File: config.mk
export PLATFORM = sky130hd
export DESIGN_NAME = exit_rd_arbiter_flat
export DESIGN_NICKNAME = d
export VERILOG_FILES = /design/src/rtl/exit_rd_arbiter_if.sv /design/src/rtl/exit_rd_arbiter.sv /design/src/flat_wrapper.sv
export SDC_FILE = /design/constraint.sdc
export NUM_CORES = 1
export LEC_CHECK = 0
export ABC_AREA = 1
export ABC_CLOCK_PERIOD_IN_PS = 3700
export CAP_MARGIN = 20
export CORE_AREA = 2 2 291 293
export CTS_CLUSTER_DIAMETER = 50
export DETAILED_ROUTE_END_ITERATION = 10
export DIE_AREA = 0 0 293 295
export HOLD_SLACK_MARGIN = 0.08
export PLACE_DENSITY = 0.4
export SLEW_MARGIN = 20
export SYNTH_ARGS = -nofsm -noshare
export SYNTH_HDL_FRONTEND = slang
export SYNTH_SLANG_ARGS = --single-unit
File: constraint.sdc
create_clock -name aclk -period 3.7 [get_ports aclk]
set_clock_uncertainty 0.1 [all_clocks]
set_input_delay 1.11 -clock aclk [delete_from_list [all_inputs] [get_ports aclk]]
set_output_delay 1.11 -clock aclk [all_outputs]
set_load 0.005 [all_outputs]
File: src/rtl/exit_rd_arbiter_if.sv
// exit_rd_arbiter_if: AXI read-path bundle between NUM_REQ requesters (s_*) and the exit pipeline (m_*)
// slave: arbiter view (drives s_arready, s_r*, m_ar*, m_rready, rid_err); master: mirror for the environment
interface exit_rd_arbiter_if #(
  parameter int NUM_REQ = 4,
  parameter int ADDR_W = 33,
  parameter int DATA_W = 256,
  parameter int IDX_W = 3
);
  logic [NUM_REQ-1:0] s_arvalid, s_arready, s_rvalid, s_rready;
  logic [NUM_REQ*ADDR_W-1:0] s_araddr;
  logic [NUM_REQ*8-1:0] s_arlen;
  logic [DATA_W-1:0] s_rdata, m_rdata;
  logic [1:0] s_rresp, m_rresp;
  logic s_rlast, m_arvalid, m_arready, m_rvalid, m_rready, m_rlast, rid_err;
  logic [ADDR_W-1:0] m_araddr;
  logic [7:0] m_arlen;
  logic [IDX_W-1:0] m_arid, m_rid;
  modport slave (
    input s_arvalid, s_araddr, s_arlen, s_rready, m_arready, m_rvalid, m_rdata, m_rresp, m_rlast, m_rid,
    output s_arready, s_rvalid, s_rdata, s_rresp, s_rlast, m_arvalid, m_araddr, m_arlen, m_arid, m_rready, rid_err
  );
  modport master (
    output s_arvalid, s_araddr, s_arlen, s_rready, m_arready, m_rvalid, m_rdata, m_rresp, m_rlast, m_rid,
    input s_arready, s_rvalid, s_rdata, s_rresp, s_rlast, m_arvalid, m_araddr, m_arlen, m_arid, m_rready, rid_err
  );
endinterface

File: src/rtl/exit_rd_arbiter.sv
// exit_rd_arbiter: round-robin AR arbiter with R routing by id and per-requester in-flight burst caps
// aclk/areset: clock, async active-high reset; bus: exit_rd_arbiter_if.slave (requester AR/R + exit pipeline AR/R)
module exit_rd_arbiter #(
  parameter int NUM_REQ = 4,
  parameter int ADDR_W = 33,
  parameter int DATA_W = 256,
  parameter int IDX_W = 3,
  parameter int MAX_OUT = 8
) (
  input logic aclk,
  input logic areset,
  exit_rd_arbiter_if.slave bus
);
  localparam int NP = 2**IDX_W;
  localparam logic [3:0] LP_MAX = 4'(MAX_OUT);
  localparam logic [IDX_W:0] LP_NUM = (IDX_W+1)'(NUM_REQ);
  typedef enum logic {IDLE, ISSUE} state_t;
  state_t r_state, w_next;
  logic [IDX_W-1:0] r_ptr, r_id, w_win;
  logic [ADDR_W-1:0] r_addr, w_addr;
  logic [7:0] r_len, w_len;
  logic [3:0] r_cnt [NUM_REQ];
  logic r_err;
  logic [NP-1:0] w_elig, w_rrdy;
  logic [NUM_REQ-1:0] w_inc, w_dec;
  logic w_any, w_grant, w_rid_ok, w_rhs;
  always_comb begin
    w_elig = '0;
    for (int i = 0; i < NUM_REQ; i++) w_elig[i] = bus.s_arvalid[i] & (r_cnt[i] < LP_MAX);
  end
  // scanning from the farthest slot back to rr_ptr+1 leaves the nearest eligible one as winner
  always_comb begin
    w_any = 1'b0;
    w_win = '0;
    for (int k = NUM_REQ; k >= 1; k--)
      if (w_elig[IDX_W'((int'(r_ptr) + k) % NUM_REQ)]) begin
        w_any = 1'b1;
        w_win = IDX_W'((int'(r_ptr) + k) % NUM_REQ);
      end
  end
  always_comb begin
    w_addr = '0;
    w_len = '0;
    for (int i = 0; i < NUM_REQ; i++)
      if (w_win == IDX_W'(i)) begin
        w_addr = bus.s_araddr[i*ADDR_W +: ADDR_W];
        w_len = bus.s_arlen[i*8 +: 8];
      end
  end
  always_ff @(posedge aclk or posedge areset)
    if (areset) r_state <= IDLE;
    else r_state <= w_next;
  always_comb w_next = (r_state == IDLE) ? (w_any ? ISSUE : IDLE) : (bus.m_arready ? IDLE : ISSUE);
  always_comb begin
    w_grant = (r_state == IDLE) & w_any;
    w_inc = w_grant ? NUM_REQ'(1) << w_win : '0;
    bus.s_arready = w_inc;
    bus.m_arvalid = r_state == ISSUE;
  end
  always_ff @(posedge aclk or posedge areset)
    if (areset) begin
      r_ptr <= IDX_W'(NUM_REQ - 1);
      r_id <= '0;
      r_addr <= '0;
      r_len <= '0;
    end else if (w_grant) begin
      r_ptr <= w_win;
      r_id <= w_win;
      r_addr <= w_addr;
      r_len <= w_len;
    end
  assign bus.m_araddr = r_addr;
  assign bus.m_arlen = r_len;
  assign bus.m_arid = r_id;
  assign w_rid_ok = {1'b0, bus.m_rid} < LP_NUM;
  assign w_rrdy = NP'(bus.s_rready);
  // out-of-range ids are accepted and dropped so the pipeline never stalls on them
  assign bus.m_rready = w_rid_ok ? w_rrdy[bus.m_rid] : 1'b1;
  assign bus.s_rvalid = w_rid_ok ? NUM_REQ'(bus.m_rvalid) << bus.m_rid : '0;
  assign bus.s_rdata = bus.m_rdata;
  assign bus.s_rresp = bus.m_rresp;
  assign bus.s_rlast = bus.m_rlast;
  assign w_rhs = bus.m_rvalid & bus.m_rready & bus.m_rlast & w_rid_ok;
  assign w_dec = w_rhs ? NUM_REQ'(1) << bus.m_rid : '0;
  always_ff @(posedge aclk or posedge areset)
    if (areset) begin
      for (int i = 0; i < NUM_REQ; i++) r_cnt[i] <= '0;
    end else begin
      for (int i = 0; i < NUM_REQ; i++)
        if (w_inc[i] & ~w_dec[i]) r_cnt[i] <= r_cnt[i] + 4'd1;
        else if (w_dec[i] & ~w_inc[i] & (|r_cnt[i])) r_cnt[i] <= r_cnt[i] - 4'd1;
    end
  always_ff @(posedge aclk or posedge areset)
    if (areset) r_err <= 1'b0;
    else if (bus.m_rvalid & ~w_rid_ok) r_err <= 1'b1;
  assign bus.rid_err = r_err;
endmodule
File: src/flat_wrapper.sv
// flat-port wrapper written by rule: the top's interface ports become plain ports
module exit_rd_arbiter_flat 
#(
  parameter int NUM_REQ = 4,
  parameter int ADDR_W = 33,
  parameter int DATA_W = 256,
  parameter int IDX_W = 3,
  parameter int MAX_OUT = 8
)
  (aclk, areset, bus_s_arvalid, bus_s_araddr, bus_s_arlen, bus_s_rready, bus_m_arready, bus_m_rvalid, bus_m_rdata, bus_m_rresp, bus_m_rlast, bus_m_rid, bus_s_arready, bus_s_rvalid, bus_s_rdata, bus_s_rresp, bus_s_rlast, bus_m_arvalid, bus_m_araddr, bus_m_arlen, bus_m_arid, bus_m_rready, bus_rid_err);
  exit_rd_arbiter_if #(.NUM_REQ(NUM_REQ), .ADDR_W(ADDR_W), .DATA_W(DATA_W), .IDX_W(IDX_W)) bus_i ();
  input logic aclk;
  input logic areset;
  input wire logic [$bits(bus_i.s_arvalid)-1:0] bus_s_arvalid;
  input wire logic [$bits(bus_i.s_araddr)-1:0] bus_s_araddr;
  input wire logic [$bits(bus_i.s_arlen)-1:0] bus_s_arlen;
  input wire logic [$bits(bus_i.s_rready)-1:0] bus_s_rready;
  input wire logic [$bits(bus_i.m_arready)-1:0] bus_m_arready;
  input wire logic [$bits(bus_i.m_rvalid)-1:0] bus_m_rvalid;
  input wire logic [$bits(bus_i.m_rdata)-1:0] bus_m_rdata;
  input wire logic [$bits(bus_i.m_rresp)-1:0] bus_m_rresp;
  input wire logic [$bits(bus_i.m_rlast)-1:0] bus_m_rlast;
  input wire logic [$bits(bus_i.m_rid)-1:0] bus_m_rid;
  output wire logic [$bits(bus_i.s_arready)-1:0] bus_s_arready;
  output wire logic [$bits(bus_i.s_rvalid)-1:0] bus_s_rvalid;
  output wire logic [$bits(bus_i.s_rdata)-1:0] bus_s_rdata;
  output wire logic [$bits(bus_i.s_rresp)-1:0] bus_s_rresp;
  output wire logic [$bits(bus_i.s_rlast)-1:0] bus_s_rlast;
  output wire logic [$bits(bus_i.m_arvalid)-1:0] bus_m_arvalid;
  output wire logic [$bits(bus_i.m_araddr)-1:0] bus_m_araddr;
  output wire logic [$bits(bus_i.m_arlen)-1:0] bus_m_arlen;
  output wire logic [$bits(bus_i.m_arid)-1:0] bus_m_arid;
  output wire logic [$bits(bus_i.m_rready)-1:0] bus_m_rready;
  output wire logic [$bits(bus_i.rid_err)-1:0] bus_rid_err;
  assign bus_i.s_arvalid = bus_s_arvalid;
  assign bus_i.s_araddr = bus_s_araddr;
  assign bus_i.s_arlen = bus_s_arlen;
  assign bus_i.s_rready = bus_s_rready;
  assign bus_i.m_arready = bus_m_arready;
  assign bus_i.m_rvalid = bus_m_rvalid;
  assign bus_i.m_rdata = bus_m_rdata;
  assign bus_i.m_rresp = bus_m_rresp;
  assign bus_i.m_rlast = bus_m_rlast;
  assign bus_i.m_rid = bus_m_rid;
  assign bus_s_arready = bus_i.s_arready;
  assign bus_s_rvalid = bus_i.s_rvalid;
  assign bus_s_rdata = bus_i.s_rdata;
  assign bus_s_rresp = bus_i.s_rresp;
  assign bus_s_rlast = bus_i.s_rlast;
  assign bus_m_arvalid = bus_i.m_arvalid;
  assign bus_m_araddr = bus_i.m_araddr;
  assign bus_m_arlen = bus_i.m_arlen;
  assign bus_m_arid = bus_i.m_arid;
  assign bus_m_rready = bus_i.m_rready;
  assign bus_rid_err = bus_i.rid_err;
  exit_rd_arbiter #(.NUM_REQ(NUM_REQ), .ADDR_W(ADDR_W), .DATA_W(DATA_W), .IDX_W(IDX_W), .MAX_OUT(MAX_OUT)) u_core (.aclk(aclk), .areset(areset), .bus(bus_i));
endmodule
==> metrics.log <==
[metrics] clock tree from TritonCTS: done
[metrics] DIE AREA: 86,440 sq um
[metrics] flop2flop setup slack: 0.16 ns
[metrics] Sum Neg Setup Slack: 0 ns
[metrics] clock-pin slew on the worst setup and hold paths: 0.07 ns
[metrics] final setup fails: 0
[metrics] pin count of the biggest net entering global routing: 29
[metrics] reg2reg path depth: 22
[metrics] wire length of the first global-routing pass: 44,240 microns
[metrics] Area growth, synth to finish: 44.13%
[metrics] die extent in x: 293 microns
[metrics] DR WL/cell: 16.69 microns
[metrics] FF-to-FF Start: u_core.r_ptr[0]$_DFFE_PP1N_
[metrics] first-pass iteration count of the detailed router: 4
[metrics] via count of the first global-routing pass: 6,109
[metrics] slew at the pin closest to its max-slew limit: 0.5631 ns
[metrics] NumNets Final: 1,335
[metrics] critical path data required time: 2.49 ns
[metrics] Post-Synthesis Net Count: 1,298
[metrics] vias per cell: 2.919
[metrics] Post-route DRC: 0
[metrics] count of cell types in the netlist: 46
[metrics] I/O pin total: 752
[metrics] global-route congestion overflow total: 0
[metrics] critical path fanouts, max: 4
[metrics] max-capacitance violation count: 0
[metrics] leak pwr: 3.636 nW
[metrics] type of the most critical hold path: reg2reg
[metrics] Final Critical Period: 3.695 ns
[metrics] area of the core: 83,160 sq um
[metrics] via count: 5,757
[metrics] detailed-routed wire length on met2: 13,940 microns
[metrics] total routing usage reported by global routing: 7.393%
[metrics] number of hold violations in the final report: 0
[metrics] kind of critical path: in2out
[metrics] die outline height: 295 microns
[metrics] Min-Delay Path Depth: 1
[metrics] Synth warnings: 0
[metrics] Power Dens Cells: 1069 nW/um^2
[metrics] Reg2Reg Capture Point: u_core.r_cnt[3]$_DFFE_PP0P_
[metrics] final period utilization: 99.88%
[metrics] final wirelength: 32,910 microns
[metrics] arrival time reported for the critical path endpoint: 2.49 ns
[metrics] register bit count reported by yosys: 63
[metrics] half-perimeter wire length after placement: 25,820 microns
[metrics] hold worst-path end: u_core.bus.rid_err$_DFFE_PP0P_
[metrics] DR iter-0 viols: 154
[metrics] Hold Crit Start: u_core.bus.rid_err$_DFFE_PP0P_
[metrics] residual antenna-violating net count after detailed routing: 0
[metrics] initial core utilization: 7.592%
[metrics] highest signal layer in the routed design: met5
[metrics] clock sinks: 63
[metrics] Final Max Tran Viols: 0
[metrics] nature of the critical path startpoint: input pin
[metrics] sort of element at the end of the critical path: primary output
[metrics] clk buf depth: 2
[metrics] Routed met3 length: 3955 microns
[metrics] final weighted congestion of routability-driven global placement: 0.7570
[metrics] unrepaired setup endpoints after global routing: true
[metrics] layout cells sized above 1: 20.00%
[metrics] result of the run: completed
[metrics] DRT met1 WL: 12,250 microns
[metrics] mapped cell area: 6314 sq um
[metrics] number of buffers created by CTS: 9
[metrics] num rows: 106
[metrics] mean instance size in the synthesized netlist: 7.445 sq um
[metrics] Post-Route Hold Slack: 0.3713 ns
[metrics] largest vdd supply drop: 0.5768 mV
[metrics] H-Tree Depth: 3
[metrics] clock root buffer master: clkbuf_16
[metrics] instance count of the mapped netlist: 848
[metrics] max-slew headroom at the worst pin: 62.42%
[metrics] number of buffers inserted by port buffering: 234
[metrics] Clock Latency Late Sink: 0.38 ns
[metrics] Fmax: 270.6 MHz
[metrics] initial antenna violation count: 4
[metrics] sequential share of the synthesized area: 25.01%
-- repair_timing --
item / CTS / global route
buffers inserted: 8 / 6
gates cloned: 0 / 0
endpoints found under the setup margin: 13 / 5
hold buffers: 0 / 0
pin swaps: 13 / 19
gates resized for setup: 60 / 34
-- critical path, cell delays in order --
cell     delay, ns
buf_8         0.08
nand3_4       0.09
buf_6         0.14
a21oi_2       0.15
nand2_2       0.08
nand2_1       0.07
nand2_1       0.07
nand2_2       0.10
nand2_4       0.08
buf_6         0.14
nor2_4        0.14
buf_6         0.14
buf_6         0.09
-- state kept, by name, indices dropped and copies added (netlist names) --
signal	count
u_core.bus.m_arvalid	1
u_core.bus.m_araddr	33
u_core.r_cnt	16
u_core.bus.m_arlen	8
u_core.bus.m_arid	2
u_core.bus.rid_err	1
u_core.r_ptr	2
-- cell type report --
class	instances	area [sq um]
Inverter	33	131.4
Clock buffer	11	252.7
Antenna cell	2	5.005
Sequential cell	63	1583
Multi-Input combinational cell	463	2663
Fill cell	9597	74060
Tap cell	1080	1351
Clock inverter	5	62.56
Timing Repair Buffer	315	3052
-- cells in the final DEF, fill, tap and decap left out, drive strengths merged, types with 4 or more instances in the layout --
| cell type | synthesis | final |
|---|---|---|
| a21oi | 14 | 14 |
| o21ai | 24 | 24 |
| dlygate4sd2 | 0 | 5 |
| nor2 | 15 | 15 |
| a31oi | 4 | 4 |
| nor3 | 6 | 6 |
| xor2 | 7 | 7 |
| inv | 32 | 33 |
| clkdlybuf4s50 | 0 | 221 |
| o211ai | 24 | 24 |
| dfrtp | 61 | 61 |
| a22oi | 20 | 20 |
| clkbuf | 7 | 13 |
| nand3 | 48 | 48 |
| nand4 | 21 | 21 |
| nand2 | 253 | 253 |
| or2 | 4 | 4 |
| ha | 8 | 8 |
| o22ai | 4 | 4 |
| buf | 282 | 87 |
| fa | 4 | 4 |
-- routing by layer --
layer | vias up | GRT usage (%)
met1 | 2626 | 7.709
met4 | 6 | 5.991
li1 | 2572 | -
met2 | 400 | 11.20
met5 | - | 0.4435
met3 | 153 | 3.714
-- power by group --
group / switching, mW / internal (mW) / total [mW] / leakage [nW]
combinational: 4.38 / 3.01 / 7.39 / 2.72
sequential: 0.275 / 1.07 / 1.34 / 0.767
clock: 0.431 / 0.565 / 0.995 / 0.149
total: 5.08 / 4.64 / 9.73 / 3.64
-- cells in the mapped netlist (all sizes together) --
| cell | number | area, sq um |
|---|---|---|
| buf | 282 | 2108 |
| nand2 | 253 | 1010 |
| o211ai | 24 | 180.2 |
| a31oi | 4 | 25.02 |
| a22oi | 20 | 150.1 |
| dfstp | 2 | 52.55 |
| ha | 8 | 100.1 |
| nor2 | 15 | 76.32 |
| inv | 32 | 125.1 |
| xnor2 | 2 | 17.52 |
| o21ai | 24 | 131.4 |
| or2 | 4 | 25.02 |
| a21o | 1 | 7.510 |
| fa | 4 | 80.08 |
| clkinv | 1 | 5.000 |
| nand4 | 21 | 158.9 |
| a21oi | 14 | 85.09 |
| xor2 | 7 | 76.32 |
| conb | 1 | 3.750 |
| o22ai | 4 | 25.02 |
| nor3 | 6 | 30.03 |
| nand3b | 2 | 27.53 |
| clkbuf | 7 | 27.52 |
| and3b | 1 | 8.760 |
| nand3 | 48 | 250.2 |
| dfrtp | 61 | 1526 |
-- how the worst max path moves through the flow --
| stage | startpoint | end | slack (ns) | cells after the start |
|---|---|---|---|---|
| after global routing | bus_s_arvalid[3] | bus_s_arready[3] | -0.11 | 13 |
| after CTS | bus_s_arvalid[3] | bus_s_arready[3] | -0.01 | 13 |
| after floorplan | bus_s_arvalid[0] | bus_s_arready[3] | 0.32 | 11 |
| final | bus_s_arvalid[3] | bus_s_arready[3] | 0.005 | 13 |
| after global placement | bus_s_arvalid[3] | bus_s_arready[3] | -0.89 | 12 |
| after detailed placement | bus_s_arvalid[3] | bus_s_arready[3] | -0.92 | 14 |
-- through the flow --
stage	worst slack (ns)	instances	utilization, %	total power [mW]	instance area, sq um
after floorplan	0.3244	848	-	5.220	6314
after global placement	-0.8923	1940	10.19	8.465	8471
after detailed placement	-0.9212	1940	10.19	8.578	8471
after CTS	-0.01207	1964	10.72	9.898	8911
after global routing	-0.1082	1971	10.94	10.80	9097
final	0.004525	1972	10.94	9.728	9100
-- cells by family after synthesis --
group | Yosys count | synth area share (%)
AND/OR/NAND/NOR | 350 | 25.13
buffers and inverters | 322 | 35.89
AO/OA/AOI/OAI | 91 | 9.572
flip-flops | 63 | 25.01
adder cells (fa/ha/maj) | 12 | 2.854
XOR/XNOR | 9 | 1.486
other | 1 | 0.05940
No activity file was read; power rests on OpenSTA's default activity.
